--- src/rtl/branch_pkg.sv ---
// Shared definitions for the branch unit: condition-code encodings and the
// condition evaluation helper used when resolving a branch.
package branch_pkg;

   // Condition codes: one "always", five single-flag tests, two "never" codes.
   typedef enum logic [2:0] {
      CC_ALWAYS = 3'b000,
      CC_F5     = 3'b001,
      CC_F4     = 3'b010,
      CC_F3     = 3'b011,
      CC_F2     = 3'b100,
      CC_F1     = 3'b101,
      CC_NEVER  = 3'b110,
      CC_NEVER2 = 3'b111
   } cc_e;

   // Returns 1 when the condition code selects a taken branch for these flags.
   function automatic logic check_cc(input logic [2:0] cc, input logic [5:0] flags);
      logic taken;
      case (cc_e'(cc))
         CC_ALWAYS: taken = 1'b1;
         CC_F5:     taken = flags[5];
         CC_F4:     taken = flags[4];
         CC_F3:     taken = flags[3];
         CC_F2:     taken = flags[2];
         CC_F1:     taken = flags[1];
         CC_NEVER:  taken = 1'b0;
         CC_NEVER2: taken = 1'b0;
         default:   taken = 1'b0;
      endcase
      return taken;
   endfunction

endpackage

--- src/rtl/branch_ras.sv ---
// Circular return-address stack. A push on a full stack overwrites the oldest
// entry while the occupancy count saturates; pops and replaces are ignored on
// an empty stack, and the top reads as zero while empty.
module branch_ras
   import branch_pkg::*;
#(
   parameter int DATA_W    = 32,
   parameter int RAS_DEPTH = 8
) (
   input  logic              clk_i,
   input  logic              rst_n_i,
   input  logic              push_i,
   input  logic              pop_i,
   input  logic              replace_i,
   input  logic [DATA_W-1:0] data_i,
   output logic [DATA_W-1:0] top_o,
   output logic              empty_o,
   output logic              full_o
);

   localparam int PTR_W = $clog2(RAS_DEPTH);
   localparam int CNT_W = PTR_W + 1;
   localparam logic [CNT_W-1:0] CNT_FULL = CNT_W'(RAS_DEPTH);

   logic [DATA_W-1:0] mem_r [RAS_DEPTH];
   logic [PTR_W-1:0]  ptr_r;      // next slot to write
   logic [CNT_W-1:0]  cnt_r;      // valid entries, saturating at RAS_DEPTH
   logic [PTR_W-1:0]  top_idx_s;

   assign top_idx_s = ptr_r - PTR_W'(1'b1);
   assign empty_o   = (cnt_r == {CNT_W{1'b0}});
   assign full_o    = (cnt_r == CNT_FULL);

   // Top-of-stack read, forced to zero while the stack holds nothing
   always_comb begin
      top_o = {DATA_W{1'b0}};
      if (empty_o) begin
         top_o = {DATA_W{1'b0}};
      end else begin
         top_o = mem_r[top_idx_s];
      end
   end

   // Stack storage plus write pointer and occupancy bookkeeping
   always_ff @(posedge clk_i or negedge rst_n_i) begin
      if (!rst_n_i) begin
         for (int i = 0; i < RAS_DEPTH; i++) begin
            mem_r[i] <= {DATA_W{1'b0}};
         end
         ptr_r <= {PTR_W{1'b0}};
         cnt_r <= {CNT_W{1'b0}};
      end else if (push_i) begin
         mem_r[ptr_r] <= data_i;
         ptr_r        <= ptr_r + PTR_W'(1'b1);
         if (!full_o) begin
            cnt_r <= cnt_r + CNT_W'(1'b1);
         end
      end else if (pop_i) begin
         if (!empty_o) begin
            ptr_r <= top_idx_s;
            cnt_r <= cnt_r - CNT_W'(1'b1);
         end
      end else if (replace_i) begin
         if (!empty_o) begin
            mem_r[top_idx_s] <= data_i;
         end
      end
   end

endmodule

--- src/rtl/branch_unit_ras.sv ---
// Pipelined branch-resolution unit with return-address stack. One request is
// resolved per accepted beat into a single output register (1-cycle latency).
// Optional feature macro: BRANCH_UNIT_PERF_EN adds taken / not-taken counters.
module branch_unit_ras
   import branch_pkg::*;
#(
   parameter int PC_W      = 16,
   parameter int DATA_W    = 32,
   parameter int FLAG_W    = 6,
   parameter int RAS_DEPTH = 8,
   parameter int LINK_INC  = 1
) (
   input  logic              clk_i,
   input  logic              rst_n_i,
   input  logic              valid_i,
   output logic              ready_o,
   input  logic [PC_W-1:0]   pc_i,
   input  logic [2:0]        cc_i,
   input  logic [FLAG_W-1:0] flags_i,
   input  logic [DATA_W-1:0] src_i,
   input  logic              abs_i,
   input  logic              link_i,
   input  logic              ret_i,
   input  logic              flush_i,
   output logic              valid_o,
   input  logic              ready_i,
   output logic [DATA_W-1:0] dest_addr_o,
   output logic              branch_en_o,
   output logic [DATA_W-1:0] link_addr_o,
   output logic              ras_uflow_o
`ifdef BRANCH_UNIT_PERF_EN
   ,
   output logic [31:0]       perf_taken_o,
   output logic [31:0]       perf_ntaken_o
`endif
);

   logic              accept_s;
   logic              taken_s;
   logic              upd_s;
   logic              uflow_s;
   logic              push_s;
   logic              pop_s;
   logic              replace_s;
   logic              ras_empty_s;
   logic              unused_ras_full_s;
   logic              unused_flags_s;
   logic [DATA_W-1:0] pc_ext_s;
   logic [DATA_W-1:0] target_s;
   logic [DATA_W-1:0] link_addr_s;
   logic [DATA_W-1:0] ras_top_s;

   logic              valid_r;
   logic              branch_en_r;
   logic              uflow_r;
   logic [DATA_W-1:0] dest_r;
   logic [DATA_W-1:0] link_r;

   // Only flags[5:1] participate in conditions; wider flag words are ignored.
   assign unused_flags_s = ^flags_i;

   // Single output register: free when empty or being drained this cycle.
   // Flush wins over a same-cycle request, so such a request is dropped.
   assign ready_o  = !valid_r || ready_i;
   assign accept_s = valid_i && ready_o && !flush_i;

   // Condition evaluation, target selection and stack-operation decode
   always_comb begin
      taken_s     = check_cc(cc_i, flags_i[5:0]);
      pc_ext_s    = {{(DATA_W-PC_W){1'b0}}, pc_i};
      link_addr_s = pc_ext_s + DATA_W'(LINK_INC);
      target_s    = {DATA_W{1'b0}};
      uflow_s     = 1'b0;
      if (ret_i) begin
         // Empty stack reads as zero; flag underflow only if a pop is attempted.
         target_s = ras_top_s;
         uflow_s  = taken_s && ras_empty_s;
      end else if (abs_i) begin
         target_s = src_i;
      end else begin
         target_s = pc_ext_s + src_i;
      end
      upd_s     = accept_s && taken_s;
      push_s    = upd_s && link_i && !ret_i;
      pop_s     = upd_s && ret_i && !link_i;
      replace_s = upd_s && link_i && ret_i;
   end

   branch_ras #(
      .DATA_W    (DATA_W),
      .RAS_DEPTH (RAS_DEPTH)
   ) u_ras (
      .clk_i     (clk_i),
      .rst_n_i   (rst_n_i),
      .push_i    (push_s),
      .pop_i     (pop_s),
      .replace_i (replace_s),
      .data_i    (link_addr_s),
      .top_o     (ras_top_s),
      .empty_o   (ras_empty_s),
      .full_o    (unused_ras_full_s)
   );

   // Result register: load on accept, clear on flush or consumption, else hold
   always_ff @(posedge clk_i or negedge rst_n_i) begin
      if (!rst_n_i) begin
         valid_r     <= 1'b0;
         branch_en_r <= 1'b0;
         uflow_r     <= 1'b0;
         dest_r      <= {DATA_W{1'b0}};
         link_r      <= {DATA_W{1'b0}};
      end else if (flush_i) begin
         valid_r <= 1'b0;
      end else if (accept_s) begin
         valid_r     <= 1'b1;
         branch_en_r <= taken_s;
         uflow_r     <= uflow_s;
         dest_r      <= target_s;
         link_r      <= link_addr_s;
      end else if (ready_i) begin
         valid_r <= 1'b0;
      end
   end

   assign valid_o     = valid_r;
   assign branch_en_o = branch_en_r;
   assign ras_uflow_o = uflow_r;
   assign dest_addr_o = dest_r;
   assign link_addr_o = link_r;

`ifdef BRANCH_UNIT_PERF_EN
   logic [31:0] perf_taken_r;
   logic [31:0] perf_ntaken_r;

   // Count accepted beats by outcome; counters wrap naturally
   always_ff @(posedge clk_i or negedge rst_n_i) begin
      if (!rst_n_i) begin
         perf_taken_r  <= 32'd0;
         perf_ntaken_r <= 32'd0;
      end else if (accept_s) begin
         if (taken_s) begin
            perf_taken_r <= perf_taken_r + 32'd1;
         end else begin
            perf_ntaken_r <= perf_ntaken_r + 32'd1;
         end
      end
   end

   assign perf_taken_o  = perf_taken_r;
   assign perf_ntaken_o = perf_ntaken_r;
`endif

endmodule
--- config.mk ---
export PLATFORM = sky130hd
export DESIGN_NAME = branch_unit_ras
export DESIGN_NICKNAME = d
export VERILOG_FILES = /design/src/rtl/branch_pkg.sv /design/src/rtl/branch_ras.sv /design/src/rtl/branch_unit_ras.sv
export SDC_FILE = /design/constraint.sdc
export NUM_CORES = 1
export LEC_CHECK = 0
export ABC_AREA = 1
export CAP_MARGIN = 0
export CORE_UTILIZATION = 30
export CTS_BUF_LIST = sky130_fd_sc_hd__clkbuf_8
export CTS_CLUSTER_SIZE = 30
export DETAILED_ROUTE_END_ITERATION = 8
export HOLD_SLACK_MARGIN = 0.03
export PLACE_DENSITY = 0.49
export SYNTH_ARGS = -nofsm -noshare
export SYNTH_HDL_FRONTEND = slang
export SYNTH_HIERARCHICAL = 1
export SYNTH_SLANG_ARGS = --single-unit
--- constraint.sdc ---
create_clock -name clk_i -period 2.7 [get_ports clk_i]
set_input_delay 0.27 -clock clk_i [delete_from_list [all_inputs] [get_ports clk_i]]
set_output_delay 0.27 -clock clk_i [all_outputs]
set_load 0.005 [all_outputs]
==> flow_summary.yaml <==
synth:
  yosysWarnings: 6
  synth_area_leaders: "dfrtp_1 42%, nand2_1 24%, nand3_1 11%, nand4_1 3.5%, buf_2 2.8%"
  synthTopCellsByCount: "1207 x nand2_1, 428 x nand3_1, 315 x dfrtp_1, 106 x buf_2, 104 x nand4_1"
  syn-cell-area_sq_um: 18700
  synth_edf_count: 0
  synth.avg_cell_area_sq_um: 7.00
  ys.flop_type: "dfrtp_1"
  synth_top_area_share: 0.421
  synth_cell_type_count: 41
  synth.most_common_cell: "nand2_1"
  ys_seq_elements: 315
  yosys.area.top_type: "dfrtp_1"
  synthArstFlopShare: 1.00
  ys_seq_area_frac: 0.421
  syn_inst: 2676
sta:
  worst_pin_slew_ns: 1.15
  setup_tns_ns: 0
  maxSlewHeadroom: 0.234
  fin_crit_ns: 2.54
  drv_slew: 0
  hold_viol_final: 0
  max_freq_ghz: 0.394
  rsz0062_at_grt: "false"
  setup_viol: 0
  fin_crit_sh: 0.940
  skew_ns: 0.0290
power:
  leakagePower_nw: 11.9
  vdd_drop_max_uv: 965
  power_density_nw_per_um2: 1010
place:
  io_buffer_count: 116
  place_area_sq_um: 21500
  globalplace.congestion: 0.866
  post-place-cells: 3608
  dp.final_hpwl_mm: 47.8
floorplan:
  die_y_um: 252
  io_pins: 133
  rows: 91
  die_w_um: 252
  die_area_sq_um: 63400
  start_util: 0.303
  coreArea_sq_um: 61700
layout:
  antennaDiodeCount: 0
  drive_gt1_frac: 0.106
  syn_to_final_growth_pct: 21.3
  finalNonFillerCells: 3711
  fillers: 6543
  design_area_sq_um: 22700
  nNetsFinal: 2921
cts:
  clock_path_buffers: 3
  post_cts_resized: 0
  cts_root_buffer: "clkbuf_8"
  cts_tree: "done"
  cts.sinks: 315
  htree_levels: 2
  numCtsBuffers: 59
  clkTransAtPathRegs_ns: 0.07
  cts_setup_buffers: 0
  insertion_delay_ns: 0.68
flow_run:
  maxCapViolations: 0
min_path:
  hold_class: "in -> async"
grt:
  grt_max_degree: 72
  grt_pass1_vias: 18058
  grt_use_total: 0.228
  overflow: 0
  grt_pass1_wl_mm: 112
  grt_antenna_before_repair: 2
detailed_routing:
  drt_iter0_drc: 1636
  drc: 0
  num_vias: 18701
  drt_pass1_iterations: 8
  totalWireLength_mm: 72.5
  via_per_inst: 5.04
  ant_nets: 0
  wl_per_cell_um: 19.5
worst_setup_path:
  cp.arrival_ns: 3.09
  crit_path_max_fanout: 32
  cp-start-kind: "flip-flop"
  critPathKind: "reg -> reg"
  end_kind: "flip-flop"
  critical_path_required_ns: 3.25
  ff2ff_path_depth: 13
status:
  status: "completed"
-- worst paths after layout --
kind	slack [ns]	start	to
worst min-delay path	0.12	rst_n_i	dest_addr_o[5]$_DFFE_PN0P_
worst max register to register	0.16	valid_o$_DFFE_PN0P_	u_ras/mem_r[2]$_DFFE_PN0P_
min in group clk_i	0.22	flush_i	valid_o$_DFFE_PN0P_
worst min register to register	0.47	u_ras/mem_r[151]$_DFFE_PN0P_	u_ras/mem_r[151]$_DFFE_PN0P_
worst max-delay path	0.16	valid_o$_DFFE_PN0P_	u_ras/mem_r[2]$_DFFE_PN0P_
max in group asynchronous	1.59	rst_n_i	u_ras/mem_r[31]$_DFFE_PN0P_
-- worst max-delay path, cell delays in order, from the launching register on --
cell and delay (ns):
dfrtp_1 0.38, inv_1 0.05, nor2_1 0.06, nor3_4 0.16
buf_12 0.14, nand4_1 0.13, or2_2 0.33, nor2_1 0.17
nand3_2 0.17, nor2_8 0.29, nand2_1 0.15, buf_12 0.20
nand3_1 0.09, nand2_1 0.06
-- power by group --
group	total [mW]	internal (mW)	leakage [nW]	switching, mW
combinational	10.8	3.81	7.10	6.97
sequential	7.50	6.50	4.14	1.00
clock	4.70	2.48	0.660	2.22
-- layout by cell type, fill, tap and decap left out, types with 2 or more instances in the layout --
cell type / Yosys / layout
a21oi_1: 71 / 71
buf_12: 1 / 35
buf_4: 35 / 132
clkbuf_8: 0 / 72
clkdlybuf4s50_1: 0 / 115
clkinv_2: 0 / 7
clkinvlp_4: 0 / 3
conb_1: 1 / 30
dfrtp_1: 315 / 314
fa_1: 2 / 2
ha_1: 21 / 20
inv_1: 101 / 118
inv_2: 7 / 7
nand2_1: 1207 / 1207
nand2_2: 7 / 7
nand2_4: 5 / 5
nand3_1: 428 / 428
nand3_2: 3 / 3
nand3_4: 4 / 4
nand3b_1: 4 / 4
nand4_1: 104 / 104
nor2_1: 99 / 99
nor2_2: 3 / 3
nor2_4: 5 / 5
nor2_8: 2 / 2
nor3_1: 6 / 6
nor4_1: 4 / 4
o211ai_1: 4 / 4
o21ai_0: 16 / 16
o21ai_1: 2 / 2
o21ai_2: 2 / 2
o21ai_4: 2 / 2
o22ai_1: 2 / 2
or2_2: 4 / 4
xnor2_1: 11 / 11
xor2_1: 11 / 11
xor2_2: 2 / 2
-- per-layer routing --
layer	wire length [um]	track usage	part of all wire
met1	32800	0.327	0.45
met2	32700	0.354	0.45
met3	5300	0.0330	0.073
met4	1570	0.0679	0.022
met5	27	0	0.00037
-- timing repair --
action                                 CTS  global route
setup endpoints to repair                0             0
endpoints found under the hold margin  236             0
hold buffers                             1             0
-- kinds of logic after synthesis --
group | after synthesis | synth area share
AND/OR/NAND/NOR | 1887 | 0.435
other | 1 | 0.000200
XOR/XNOR | 25 | 0.0129
flip-flops | 315 | 0.421
AO/OA/AOI/OAI | 99 | 0.0287
adder cells (fa/ha/maj) | 23 | 0.0162
buffers and inverters | 326 | 0.0865
-- metrics by stage --
stage / utilization / setup WS [ns] / hold slack (ns) / power (mW)
after floorplan: - / 0.310 / -0.0256 / 13.7
after CTS: 0.368 / 0.139 / 0.0905 / 23.1
after global routing: 0.368 / 0.0107 / 0.137 / 24.6
final: 0.368 / 0.163 / 0.119 / 23.0
after global placement: 0.349 / -0.170 / 0.218 / 18.1
after detailed placement: 0.349 / -0.181 / 0.221 / 18.3
-- area by class of cell --
type,instances,area (sq um),share of cell area
Multi-Input combinational cell,2064,9340,0.411
Sequential cell,315,7890,0.347
Timing Repair Buffer,284,2870,0.126
Tap cell,837,1050,0.0461
Clock buffer,72,991,0.0436
Inverter,109,412,0.0181
Clock inverter,30,164,0.00722
-- sequential cells by signal, summed over array words and instances, names as in the netlist --
| signal | flops |
|---|---|
| u_ras/cnt_r | 4 |
| u_ras/ptr_r | 3 |
| dest_addr_o | 32 |
| valid_o | 1 |
| ras_uflow_o | 1 |
| branch_en_o | 1 |
| u_ras/mem_r | 256 |
| link_addr_o | 17 |
No activity file was read; power rests on OpenSTA's default activity.
